**src/rtl/mips_wb_queue.sv**
```systemverilog
// mips_wb_queue
// In-order write-back queue feeding the MIPS register-file write port.
// Completed results are buffered in a circular FIFO and retired one per
// cycle (unless hold is asserted). A combinational lookup reports whether
// any queued entry targets a given register so decode can detect RAW hazards.
// Writes to $0 are accepted and silently discarded.
//
// Optional feature macro: FORWARD_EN
//   When defined, an extra output lk_data returns the data of the youngest
//   queued entry targeting lk_regnum (0 when none), letting decode bypass
//   instead of stalling. When undefined the port and its data mux are absent.

module mips_wb_queue #(
    parameter int DEPTH = 4,
    parameter int WIDTH = 32
) (
    input  logic             clock,
    input  logic             reset,
    input  logic             in_valid,
    output logic             in_ready,
    input  logic [4:0]       in_regnum,
    input  logic [WIDTH-1:0] in_data,
    input  logic             hold,
    output logic [4:0]       wr_regnum,
    output logic [WIDTH-1:0] wr_data,
    output logic             writeenable,
    input  logic [4:0]       lk_regnum,
    output logic             lk_pending
`ifdef FORWARD_EN
    ,
    output logic [WIDTH-1:0] lk_data
`endif
);

    // Pointer width; DEPTH is a power of two so pointers wrap naturally.
    localparam int PW = (DEPTH > 1) ? $clog2(DEPTH) : 1;
    localparam int CW = PW + 1;

    // Entry storage, one slot per FIFO position.
    logic [4:0]       r_regnum [DEPTH];
    logic [WIDTH-1:0] r_data   [DEPTH];

    logic [PW-1:0] r_head;
    logic [PW-1:0] r_tail;
    logic [CW-1:0] r_count;

    logic w_accept;
    logic w_push;
    logic w_pop;
    logic w_empty;

    logic [DEPTH-1:0] w_valid;
    logic [DEPTH-1:0] w_match;

    assign w_empty  = (r_count == '0);

    // Ready depends on occupancy only: a retire in the same cycle does not
    // make room until the following cycle.
    assign in_ready = (r_count != CW'(DEPTH));

    // Handshake completes for any offered result; only non-$0 results
    // actually occupy a slot.
    assign w_accept = in_valid & in_ready;
    assign w_push   = w_accept & (in_regnum != 5'd0);

    // Retire the head entry whenever one exists and the port is free.
    assign w_pop       = ~w_empty & ~hold;
    assign writeenable = w_pop;
    assign wr_regnum   = w_empty ? 5'd0 : r_regnum[r_head];
    assign wr_data     = w_empty ? '0   : r_data[r_head];

    // Per-slot occupancy and register match for the hazard lookup. A slot
    // is valid when its distance from head is below the occupancy count;
    // the head slot stays valid during the cycle it is retiring.
    generate
        for (genvar gi = 0; gi < DEPTH; gi++) begin : g_slot
            logic [PW-1:0] w_age;
            assign w_age       = PW'(gi) - r_head;
            assign w_valid[gi] = ({1'b0, w_age} < r_count);
            assign w_match[gi] = w_valid[gi] & (r_regnum[gi] == lk_regnum);
        end
    endgenerate

    assign lk_pending = (lk_regnum != 5'd0) & (|w_match);

`ifdef FORWARD_EN
    // Walk entries oldest to youngest so the youngest match wins.
    always_comb begin
        logic [PW-1:0] v_idx;
        v_idx   = '0;
        lk_data = '0;
        for (int k = 0; k < DEPTH; k++) begin
            v_idx = r_head + PW'(k);
            if (w_match[v_idx]) begin
                lk_data = r_data[v_idx];
            end
        end
        if (lk_regnum == 5'd0) begin
            lk_data = '0;
        end
    end
`endif

    // Entry payload write at the tail; storage needs no reset because
    // occupancy is tracked separately by the pointers and count.
    always_ff @(posedge clock) begin
        if (!reset && w_push) begin
            r_regnum[r_tail] <= in_regnum;
            r_data[r_tail]   <= in_data;
        end
    end

    // Pointer and occupancy bookkeeping; reset overrides any push or pop.
    always_ff @(posedge clock) begin
        if (reset) begin
            r_head  <= '0;
            r_tail  <= '0;
            r_count <= '0;
        end else begin
            if (w_push) begin
                r_tail <= r_tail + PW'(1);
            end
            if (w_pop) begin
                r_head <= r_head + PW'(1);
            end
            case ({w_push, w_pop})
                2'b10:   r_count <= r_count + CW'(1);
                2'b01:   r_count <= r_count - CW'(1);
                default: r_count <= r_count;
            endcase
        end
    end

endmodule

```
**config.mk**
```make
export PLATFORM = sky130hd
export DESIGN_NAME = mips_wb_queue
export DESIGN_NICKNAME = d
export VERILOG_FILES = /design/src/rtl/mips_wb_queue.sv
export SDC_FILE = /design/constraint.sdc
export NUM_CORES = 1
export LEC_CHECK = 0
export ABC_AREA = 1
export BUFFER_PORTS_ARGS = -buffer_cell sky130_fd_sc_hd__buf_2
export CORE_AREA = 2 2 96 144
export DETAILED_ROUTE_END_ITERATION = 16
export DIE_AREA = 0 0 98 146
export PLACE_DENSITY = 0.75
export RECOVER_POWER = 100
export SLEW_MARGIN = 5
export SYNTH_ARGS = -nofsm -noshare
export SYNTH_HDL_FRONTEND = slang
export SYNTH_SLANG_ARGS = --single-unit
```
**constraint.sdc**
```tcl
create_clock -name clock -period 2.8 [get_ports clock]
set_input_delay 0.7 -clock clock [delete_from_list [all_inputs] [get_ports clock]]
set_output_delay 0.7 -clock clock [all_outputs]
set_load 0.01 [all_outputs]
```
Word-level counts from Yosys, hierarchy flattened
Memories as Yosys holds them, arrays and structs flattened. A register that Yosys moved wholly into a read port is not among the register bits.
Cells that the tools add are included.
{"block": "op_classes", "n_addsub": 8, "order_cmp": 4, "eq_ne": 7, "mux": 9, "bitwise_logic": 10, "n_reduce_logical": 7}
{"operator": "$mux W32", "n": 1}
{"operator": "$eq A5 B5 Y1", "n": 4}
{"operator": "$lt A2 B3 Y1", "n": 4}
{"operator": "$reduce_bool A5 Y1", "n": 2}
{"operator": "$and A1 B1 Y1", "n": 8}
{"operator": "$mux W2", "n": 4}
{"operator": "$pmux W3 S2", "n": 1}
{"operator": "$mux W5", "n": 1}
{"operator": "$add A2 B1 Y2 const B", "n": 2}
{"operator": "$reduce_or A4 Y1", "n": 1}
{"operator": "$sub A1 B2 Y2 const A", "n": 2}
{"operator": "$sub A2 B2 Y2 const A", "n": 2}
{"operator": "$add A3 B1 Y3 const B", "n": 1}
{"operator": "$logic_not A3 Y1", "n": 1}
{"operator": "$ne A3 B3 Y1 const B", "n": 1}
{"operator": "$sub A3 B1 Y3 const B", "n": 1}
{"operator": "$eq A2 B1 Y1 const B", "n": 1}
{"operator": "$eq A2 B2 Y1 const B", "n": 1}
{"operator": "$mux W1", "n": 2}
{"operator": "$not A1 Y1", "n": 2}
{"operator": "$reduce_bool A2 Y1", "n": 1}
{"operator": "$logic_and A1 B1 Y1", "n": 1}
{"operator": "$logic_not A1 Y1", "n": 1}
{"block": "word_totals", "reg_bits": 7, "mem_bits_rw": 148, "input_bits": 46, "out_inout_bits": 40, "word_cells": 50, "n_memories": 2}
{"name": "r_data", "depth": 4, "word_bits": 32, "rd": 1, "rd_ports_with_merged_regs": 1, "wr": 1, "line": "41", "text": "logic [WIDTH-1:0] r_data [DEPTH];"}
{"name": "r_regnum", "depth": 4, "word_bits": 5, "rd": 5, "rd_ports_with_merged_regs": 1, "wr": 1, "line": "40", "text": "logic [4:0] r_regnum [DEPTH];"}

Longest topological paths before layout
Gate-level depths: netlist (run 1).
{"block": "depth", "word_depth": 6, "ltp_mapped": 11, "ltp_nobuf": 11}

Least setup slack after synthesis (run 1)
OpenSTA, ideal clock, no wires.
{"block": "synth_path", "path_kind": "input to register", "from": "input reset", "to": "memory r_data[0][0] (enable)", "setup_time_ns": 0.431, "arrival_ns": 2.532, "required_time_ns": 2.369, "path_slack_ns": -0.163, "stages": 3, "n_path_buf": 0, "cell_sequence": "inv_1 > nand3_1 > nor2_1"}
{"block": "synth_between", "elab_chain_len": 4}
{"element": "start: declaration", "line": "18", "text": "input logic reset,"}
{"element": "$logic_not A1 Y1", "line": "107", "text": "if (!reset && w_push) begin"}
{"element": "$logic_and A1 B1 Y1", "line": "107"}
{"element": "$mux W1", "line": "107"}
{"element": "$mux W1 (not written as such)", "line": "109", "text": "r_data[r_tail] <= in_data;"}
{"element": "end: declaration", "line": "41"}
No other way between the ends.

Worst setup path in the final report (run 1)
{"block": "layout_path", "from": "register r_count[1]", "to": "output writeenable"}
{"block": "layout_between", "elab_chain_len": 3}
{"element": "start: declaration", "line": "45", "text": "logic [CW-1:0] r_count;"}
{"element": "start signal: assignment", "line": "127", "text": "2'b10: r_count <= r_count + CW'(1);"}
{"element": "start signal: assignment", "line": "128", "text": "2'b01: r_count <= r_count - CW'(1);"}
{"element": "start signal: assignment", "line": "129", "text": "default: r_count <= r_count;"}
{"element": "$logic_not A3 Y1", "line": "55", "text": "assign w_empty = (r_count == '0);"}
{"element": "$not A1 Y1", "line": "67", "text": "assign w_pop = ~w_empty & ~hold;"}
{"element": "$and A1 B1 Y1", "line": "67"}
{"element": "end: declaration", "line": "26", "text": "output logic writeenable,"}
No other way between the ends.

==> flow_summary.yaml, run 1 <==
synth:
  ys_warn_count: 0
  netlist_top_cells_area: "edfxtp_1 (66%), nor2_1 (8.6%), o21ai_0 (4.6%)"
  syn_inst: 580
  syn_area_mm2: 0.006685
  synth_area_per_cell_um2: 11.53
  ys_ff_latch: 157
  synthFlopType: "edfxtp_1"
  ys_seq_area_share_pct: 69.17
  synth_top_area_share_pct: 66.48
  synth_top_area_cell: "edfxtp_1"
  synth_most_common_cell: "nor2_1"
  syn-num-nets: 636
  synthTopCellsByCount: "nor2_1 (153), edfxtp_1 (148), o21ai_0 (61)"
  synth_edf_count: 148
  async_flop_share_pct: 0
  ys_types: 29
worst_hold_path:
  hp-class: "flip-flop to flip-flop"
  hold_depth: 1
  min-delay-start: "r_head[0]"
place:
  post-place-cells: 804
  port_buffers: 85
  place_congestion: 0.8910
  hpwlAfterDp_mm: 8.927
final_layout:
  nNetsFinal: 720
  antenna_cells: 0
  drive_gt1_share_pct: 9.749
  final_cells: 836
  area_delta_synth_final_pct: 14.65
power_and_ir_drop:
  p_seq_share_pct: 39.4
  p_sw_share_pct: 34.34
  pwr_density_cell_mw_per_mm2: 930.9
  clkPwrFrac_pct: 29.9
  p_total_mw: 7.136
  internal_power_mw: 4.685
  power.net_switching_mw: 2.450
  combinationalPowerShare_pct: 30.8
  worst_ir_drop_vdd_mv: 0.6808
  p_leak_nw: 2.705
route:
  via_count: 4507
  dr.first_iter.drc_count: 297
  drtAntennaViolNets: 0
  wirelength_mm: 14.37
  vias_per_cell: 5.391
  drc: 0
  drt_first_pass_iters: 5
  wl_per_cell_um: 17.19
cts:
  clk_pin_slew_ns: 0.06
  cts_hold_buf: 0
  clock_path_buffers: 2
  worstSkewPairLatency_ns: 0.41
  cts_tree: "built"
  htree_levels: 4
  cts_made_buffers: 17
  cts-root-buf: "clkbuf_16"
  post_cts.repair.setup_buffers: 0
  cts_sinks: 157
global_routing:
  grt_max_degree: 71
  grt_pass1_vias: 4673
  grt_usage_pct: 20.61
  antenna_found_initial: 0
  grt_pass1_wl_mm: 22.89
  grt_overflow: 0
setup_path:
  max_stage_delay_ns: 0.42
  worstPathCellList: "inv_1 > nand3_1 > inv_4 > nor2_1 > clkbuf_2"
  cp-end-kind: "output port"
  cp-start-kind: "flip-flop"
  rr_startpoint: "r_count[2]"
  r2r_cells: 11
  crit_required_ns: 2.10
  path_class: "flip-flop to output port"
  critPathLaunch: "r_count[1]"
  cp.arrival_ns: 1.95
  cp_slowest_cell: "inv_4"
  cp_max_fo: 38
sta:
  worst_pin_slew_ns: 0.9340
  slew_violations: 0
  post-route-min-period_ns: 2.647
  hold_violations: 0
  period_share_pct: 94.55
  max_freq_mhz: 377.7
  setup_viol: 0
  skew_ns: 0.007101
  slew_headroom_pct: 37.73
  setup-tns-final_ns: 0
die:
  fp.dieW_um: 98
  num_rows: 51
  io_pins: 86
  dieArea_mm2: 0.01431
  die_h_um: 146
  core_area_mm2: 0.01295
  start_util_pct: 51.61
status:
  status: "finished, final reports clean"
flow_run:
  max-cap-violations: 0
-- power by group through the flow --
| stage | clock (mW) | combinational (mW) | sequential (mW) |
|---|---|---|---|
| 6_report | 2.13 | 2.20 | 2.81 |
| 4_1_cts | 2.16 | 2.31 | 2.80 |
| 3_5_place_dp | 0 | 2.29 | 2.84 |
| 5_1_grt | 2.27 | 2.45 | 2.82 |
| 3_3_place_gp | 0 | 2.22 | 2.83 |
| 2_1_floorplan | 0 | 1.58 | 2.82 |
-- layout by cell type (no fill, tap or decap), types with 8 or more instances in the layout --
cell	synthesis	layout
a21oi_1	47	47
buf_2	11	16
clkbuf_1	6	73
clkbuf_16	0	17
edfxtp_1	148	148
ha_1	9	9
inv_1	25	25
nand2_1	38	39
nor2_1	153	152
o21ai_0	61	67
o21ai_1	18	12
xnor2_1	8	8
-- worst paths after layout --
check	slack (ns)	to
min	0.48	flip-flop
max reg2reg	0.21	r_count[2]
min reg2reg	0.48	flip-flop
max	0.15	writeenable
-- final cells by class --
type	count	area (um^2)
Clock inverter	13	123.9
Tap cell	159	198.9
Fill cell	1067	5289
Timing Repair Buffer	97	412.9
Sequential cell	157	4632
Inverter	30	117.6
Multi-Input combinational cell	361	1747
Clock buffer	19	432.9
-- registers in the layout, indices dropped and copies added (netlist names), named ones only --
| signal | cells |
|---|---|
| r_regnum | 20 |
| r_count | 3 |
| r_head | 2 |
| r_data | 128 |
| r_tail | 2 |
-- critical path: cells and delay by family, from the launching register on --
kind | cells | cell delay [ns]
DFF | 1 | 0.31
and+or+nand+nor | 2 | 0.42
buffers and inverters | 3 | 0.82
-- metrics by stage --
stage | utilization (%) | hold WS [ns] | worst slack, ns | area, um^2
after floorplan | - | 0.4658 | -0.1634 | 6685
after global placement | 55.90 | 0.4814 | 0.4057 | 7241
after detailed placement | 55.90 | 0.4982 | 0.3042 | 7241
after CTS | 60.21 | 0.4838 | 0.06216 | 7800
after global routing | 59.17 | 0.5146 | -0.009010 | 7665
final | 59.17 | 0.4803 | 0.1526 | 7665
-- routing by layer --
metal,vias to the layer above,track usage (%),wire (um)
met5,-,0,0
met4,0,9.097,408
met3,31,4.083,594
met2,140,37.16,7801
met1,2167,23.42,5562
li1,2169,-,-
-- logic make-up after synthesis --
logic type | share of synthesized area [%]
and+or+nand+nor | 11.98
DFF | 69.17
AOI/OAI and AO/OA | 10.13
buffers and inverters | 4.773
xor gates and xnor gates | 1.965
adders and majority gates | 1.984
-- timing repair --
| item | 4_1_cts | 5_1_grt |
|---|---|---|
| setup endpoints to repair | 2 | 6 |
| gates resized for setup | 1 | 5 |
| pin swaps | 0 | 0 |
Note: power is estimated with default switching activity, not from simulation.
==> run 2, diff against run 1 <==
--- a/config.mk
+++ b/config.mk
@@ -8,9 +8,10 @@
 export ABC_AREA = 1
 export BUFFER_PORTS_ARGS = -buffer_cell sky130_fd_sc_hd__buf_2
 export CORE_AREA = 2 2 96 144
+export CTS_CLUSTER_SIZE = 28
 export DETAILED_ROUTE_END_ITERATION = 16
 export DIE_AREA = 0 0 98 146
-export PLACE_DENSITY = 0.75
+export PLACE_DENSITY_LB_ADDON = 0.1
 export RECOVER_POWER = 100
 export SLEW_MARGIN = 5
 export SYNTH_ARGS = -nofsm -noshare
==> run 2 against run 1 <==
Net effect: count of clock-buffer cells in the layout shrank 2; largest power group unchanged; core utilization decreased by 0.11 points; routed wire length fell by 3.5%; critical path depth grew 1; final cell count decreased by 0.36%.
==> flow_summary.yaml, run 2 (same netlist as run 1, synthesis figures left out) <==
die:
  io_pins: 86
  num_rows: 51
  die_h_um: 146
  dieArea_mm2: 0.01431
  start_util_pct: 51.61
  fp.dieW_um: 98
  core_area_mm2: 0.01295
final_layout:
  largest_reg_flops: 128
  drive_gt1_share_pct: 10.83
  final_common_cell: "nor2_1"
  fin_util_pct: 59.07
  area_delta_synth_final_pct: 14.45
  final_cell_area_mm2: 0.007651
  nNetsFinal: 717
  reg.largest.list: "r_data: 128 flops, r_regnum: 20 flops, r_count: 3 flops"
  nFillCells: 1098
  final_cell_mix: "nor2_1 (153), edfxtp_1 (148), clkbuf_1 (65), o21ai_0 (62), a21oi_1 (47)"
  largest_register: "r_data"
  antenna_cells: 0
route:
  wl_per_cell_um: 16.64
  drtAntennaViolNets: 0
  via_count: 4439
  wirelength_mm: 13.86
  drt_first_pass_iters: 4
  dr.first_iter.drc_count: 291
  vias_per_cell: 5.329
  drc: 0
cts:
  cts_tree: "built"
  worstSkewPairLatency_ns: 0.41
  postCtsResizedCells: 0
  clock_path_buffers: 2
  cts-root-buf: "clkbuf_16"
  htree_levels: 4
  clk_pin_slew_ns: 0.06
  cts_hold_buf: 0
  cts_sinks: 157
  cts_made_buffers: 17
  post_cts.repair.setup_buffers: 0
place:
  hpwlAfterDp_mm: 8.510
  place_congestion: 0.8773
  placed_cell_area_mm2: 0.007243
  port_buffers: 85
setup_path:
  cp-end-kind: "output port"
  path_common_cell: "nor2_1"
  worstPathCellList: "buf_4 > nor2_1 > nor2_1 > o21ai_0 > a21oi_1 > clkbuf_1"
  cp-start-kind: "flip-flop"
  max_stage_delay_ns: 0.56
  crit_required_ns: 2.10
  path_class: "flip-flop to output port"
  cp.arrival_ns: 1.97
  rrSetupSlack_ns: 0.30
  cp_max_fo: 16
  cp_slowest_cell: "dfxtp_2"
global_routing:
  grt_overflow: 0
  grt_usage_pct: 19.83
  grt_pass1_wl_mm: 21.94
  antenna_found_initial: 0
  grt_max_degree: 71
  grt_pass1_vias: 4518
power_and_ir_drop:
  pwr_density_cell_mw_per_mm2: 927.4
  p_leak_nw: 2.717
  worst_ir_drop_vdd_mv: 0.6781
sta:
  hold_violations: 0
  setup-tns-final_ns: 0
  setup_viol: 0
  slew_headroom_pct: 30.95
  rsz0062_at_grt: "false"
  skew_ns: 0.008278
  worst_pin_slew_ns: 1.036
  post-route-min-period_ns: 2.668
  slew_violations: 0
  period_share_pct: 95.28
  max_freq_mhz: 374.8
worst_hold_path:
  hp-class: "flip-flop to flip-flop"
status:
  status: "finished, final reports clean"
flow_run:
  max-cap-violations: 0
run 2: changes by cell type in the layout (fill, tap and decap cells not counted), sizes merged:
cell and delta:
clkbuf -4, inv +4, buf -1, bufinv -1, clkinv -1
run 2: final cells by class:
type | instances | area [um^2] | share of cell area (%)
inverter | 30 | 120.1 | 1.570
multi-input combinational | 361 | 1734 | 22.67
clock buffer | 17 | 425.4 | 5.560
sequential | 157 | 4629 | 60.51
clock inverter | 15 | 137.6 | 1.799
tap | 159 | 198.9 | 2.600
timing repair buffer | 94 | 405.4 | 5.298
run 2: final timing paths:
check	cells after the start	endpoint	start
max	6	wr_data[21]	flip-flop
max reg2reg	11	r_count[2]	r_count[0]
min reg2reg	1	r_head[0]	r_head[0]
min	1	r_head[0]	r_head[0]
run 2: stage by stage:
| stage | total power, mW | worst slack (ns) | hold slack, ns | instances |
|---|---|---|---|---|
| floorplan | 4.403 | -0.1634 | 0.4658 | 580 |
| global placement | 5.073 | 0.3875 | 0.4969 | 801 |
| detailed placement | 5.113 | 0.3769 | 0.5012 | 801 |
| CTS | 7.263 | 0.0002180 | 0.4839 | 833 |
| global route | 7.517 | 0.01088 | 0.5095 | 833 |
| finish | 7.096 | 0.1321 | 0.4780 | 833 |
run 2: routing by layer:
layer	track usage (%)	wire length [um]	vias up
met5	0	0	-
li1	-	-	2163
met2	35.62	7359	104
met1	23.16	5658	2150
met3	4.083	531	22
met4	7.431	311	0
run 2: critical path: cells and delay by family, from the launching register on:
family,cells,cell delay [ns]
DFF,1,0.56
and+or+nand+nor,2,0.15
buffers and inverters,2,0.46
AOI/OAI and AO/OA,2,0.38
run 2: report_power, final:
part	internal (mW)	switching (mW)
clock	1.23	0.910
combinational	0.657	1.47
sequential	2.73	0.0916
total	4.62	2.48
==> run 3, diff against run 2 <==
--- a/config.mk
+++ b/config.mk
@@ -6,7 +6,7 @@
 export NUM_CORES = 1
 export LEC_CHECK = 0
 export ABC_AREA = 1
-export BUFFER_PORTS_ARGS = -buffer_cell sky130_fd_sc_hd__buf_2
+export BUFFER_PORTS_ARGS = -buffer_cell sky130_fd_sc_hd__buf_4
 export CORE_AREA = 2 2 96 144
 export CTS_CLUSTER_SIZE = 28
 export DETAILED_ROUTE_END_ITERATION = 16
==> run 3 against run 2 <==
Net effect: hold slack improved by 0.016 ns; count of clock-buffer cells in the layout up 2; final cell count grew 0.24%; non-clock buffer count rose by 2; fmax is 1.2% higher; register-to-register slack lost 0.09 ns; critical path depth grew 2.
==> flow_summary.yaml, run 3 (same netlist as run 1, synthesis figures left out) <==
status:
  status: "finished, final reports clean"
route:
  drc: 0
  dr.first_iter.drc_count: 308
  wirelength_mm: 14.28
  wl_per_cell_um: 17.10
  vias_per_cell: 5.331
  drt_first_pass_iters: 5
  drtAntennaViolNets: 0
  via_count: 4451
final_layout:
  drive_gt1_share_pct: 9.911
  final_common_cell: "nor2_1"
  largest_reg_flops: 128
  largest_register: "r_data"
  antenna_cells: 0
  nNetsFinal: 719
  fin_util_pct: 59.69
  area_delta_synth_final_pct: 15.67
  final_cell_mix: "nor2_1 (151), edfxtp_1 (148), clkbuf_1 (76), o21ai_0 (61), a21oi_1 (47)"
  reg.largest.list: "r_data: 128 flops, r_regnum: 20 flops, r_count: 3 flops"
  final_cells: 835
sta:
  whs_ns: 0.4944
  hold_violations: 0
  skew_ns: 0.008322
  slew_headroom_pct: 45.80
  worst_pin_slew_ns: 0.8130
  slew_violations: 0
  rsz0062_at_grt: "false"
  setup_viol: 0
  post-route-min-period_ns: 2.636
  max_freq_mhz: 379.4
  setup-tns-final_ns: 0
  period_share_pct: 94.14
die:
  start_util_pct: 51.61
  num_rows: 51
  die_h_um: 146
  io_pins: 86
  fp.dieW_um: 98
  dieArea_mm2: 0.01431
  core_area_mm2: 0.01295
global_routing:
  antenna_found_initial: 0
  grt_max_degree: 71
  grt_pass1_wl_mm: 22.43
  grt_pass1_vias: 4594
  grt_usage_pct: 20.40
  grt_overflow: 0
cts:
  htree_levels: 4
  clock_path_buffers: 2
  cts-root-buf: "clkbuf_16"
  cts_sinks: 157
  clk_pin_slew_ns: 0.06
  cts_hold_buf: 0
  cts_tree: "built"
  worstSkewPairLatency_ns: 0.41
  cts_made_buffers: 17
place:
  hpwlAfterDp_mm: 8.752
  post-place-cells: 803
  port_buffers: 85
  place_congestion: 0.8720
setup_path:
  max_stage_delay_ns: 0.37
  critPathLaunch: "r_head[0]"
  crit_required_ns: 2.10
  cp_max_fo: 6
  cp-start-kind: "flip-flop"
  worstPathCellList: "xor2_2 > ha_1 > a31oi_1 > nand3_1 > nand2_1 > nor2_2 > nor2_1 > buf_4"
  rr_startpoint: "r_count[0]"
  crit_family: "flip-flops"
  cp_slowest_cell: "dfxtp_4"
  cp-end-kind: "output port"
  path_class: "flip-flop to output port"
  worst-path-buf-inv: 1
  cp.arrival_ns: 1.94
worst_hold_path:
  hp-class: "flip-flop to flip-flop"
  min-delay-start: "r_head[0]"
flow_run:
  max-cap-violations: 0
power_and_ir_drop:
  worst_ir_drop_vdd_mv: 0.5908
  p_leak_nw: 2.713
  p_total_mw: 7.223
  pwr_density_cell_mw_per_mm2: 934.1
[run 3: cell count changes in the layout (fill, tap and decap cells not counted), sizes merged]
cell | previous run | this run
buf | 19 | 18
bufinv | 1 | 2
clkbuf | 92 | 97
clkinv | 5 | 8
clkinvlp | 4 | 2
inv | 35 | 31
[run 3: worst paths after layout]
kind / depth (start not counted) / slack [ns] / endpoint
worst min-delay path: 1 / 0.49 / flip-flop
worst min register to register: 1 / 0.49 / flip-flop
worst max-delay path: 8 / 0.16 / lk_pending
worst max register to register: 6 / 0.21 / r_data[2][22]
[run 3: timing repair]
action	CTS	global route
resized for setup	2	10
pin swaps	0	3
cloned	0	0
endpoints found under the hold margin	0	0
setup endpoints to repair	8	13
buffers inserted	0	0
[run 3: layout make-up]
cell class              instances  area (um^2)
multi-input cells             361         1754
well taps                     159        198.9
clock inverters                13        143.9
clock buffers                  19        432.9
flip-flops and latches        157         4637
repair buffers                 96        445.4
fillers                      1140         5221
inverters                      30        120.1
[run 3: per-layer routing]
layer | vias to the layer above | routed length, um | global-route usage [%]
li1 | 2166 | - | -
met1 | 2136 | 5586 | 22.89
met2 | 126 | 7692 | 36.13
met3 | 23 | 657 | 4.611
met4 | 0 | 344 | 10.07
met5 | - | 0 | 0
[run 3: metrics by stage]
stage          cell area [um^2]  setup WS (ns)
6_report                   7732         0.1641
5_1_grt                    7732        0.01682
4_1_cts                    8077        0.02126
3_5_place_dp               7496         0.3909
3_3_place_gp               7496         0.3745
2_1_floorplan              6685        -0.1634
[run 3: power by group]
group | switching (mW) | total [mW] | internal, mW
clock network | 0.881 | 2.20 | 1.32
registers | 0.0970 | 2.83 | 2.73
logic | 1.51 | 2.20 | 0.682
[run 3: worst reg2reg max path: stages (launching register included)]
cell,delay [ns]
dfxtp_1,0.39
inv_1,0.12
nand3_1,0.11
and2_0,0.22
nand3_1,0.25
nor2_1,0.50
clkbuf_4,0.62
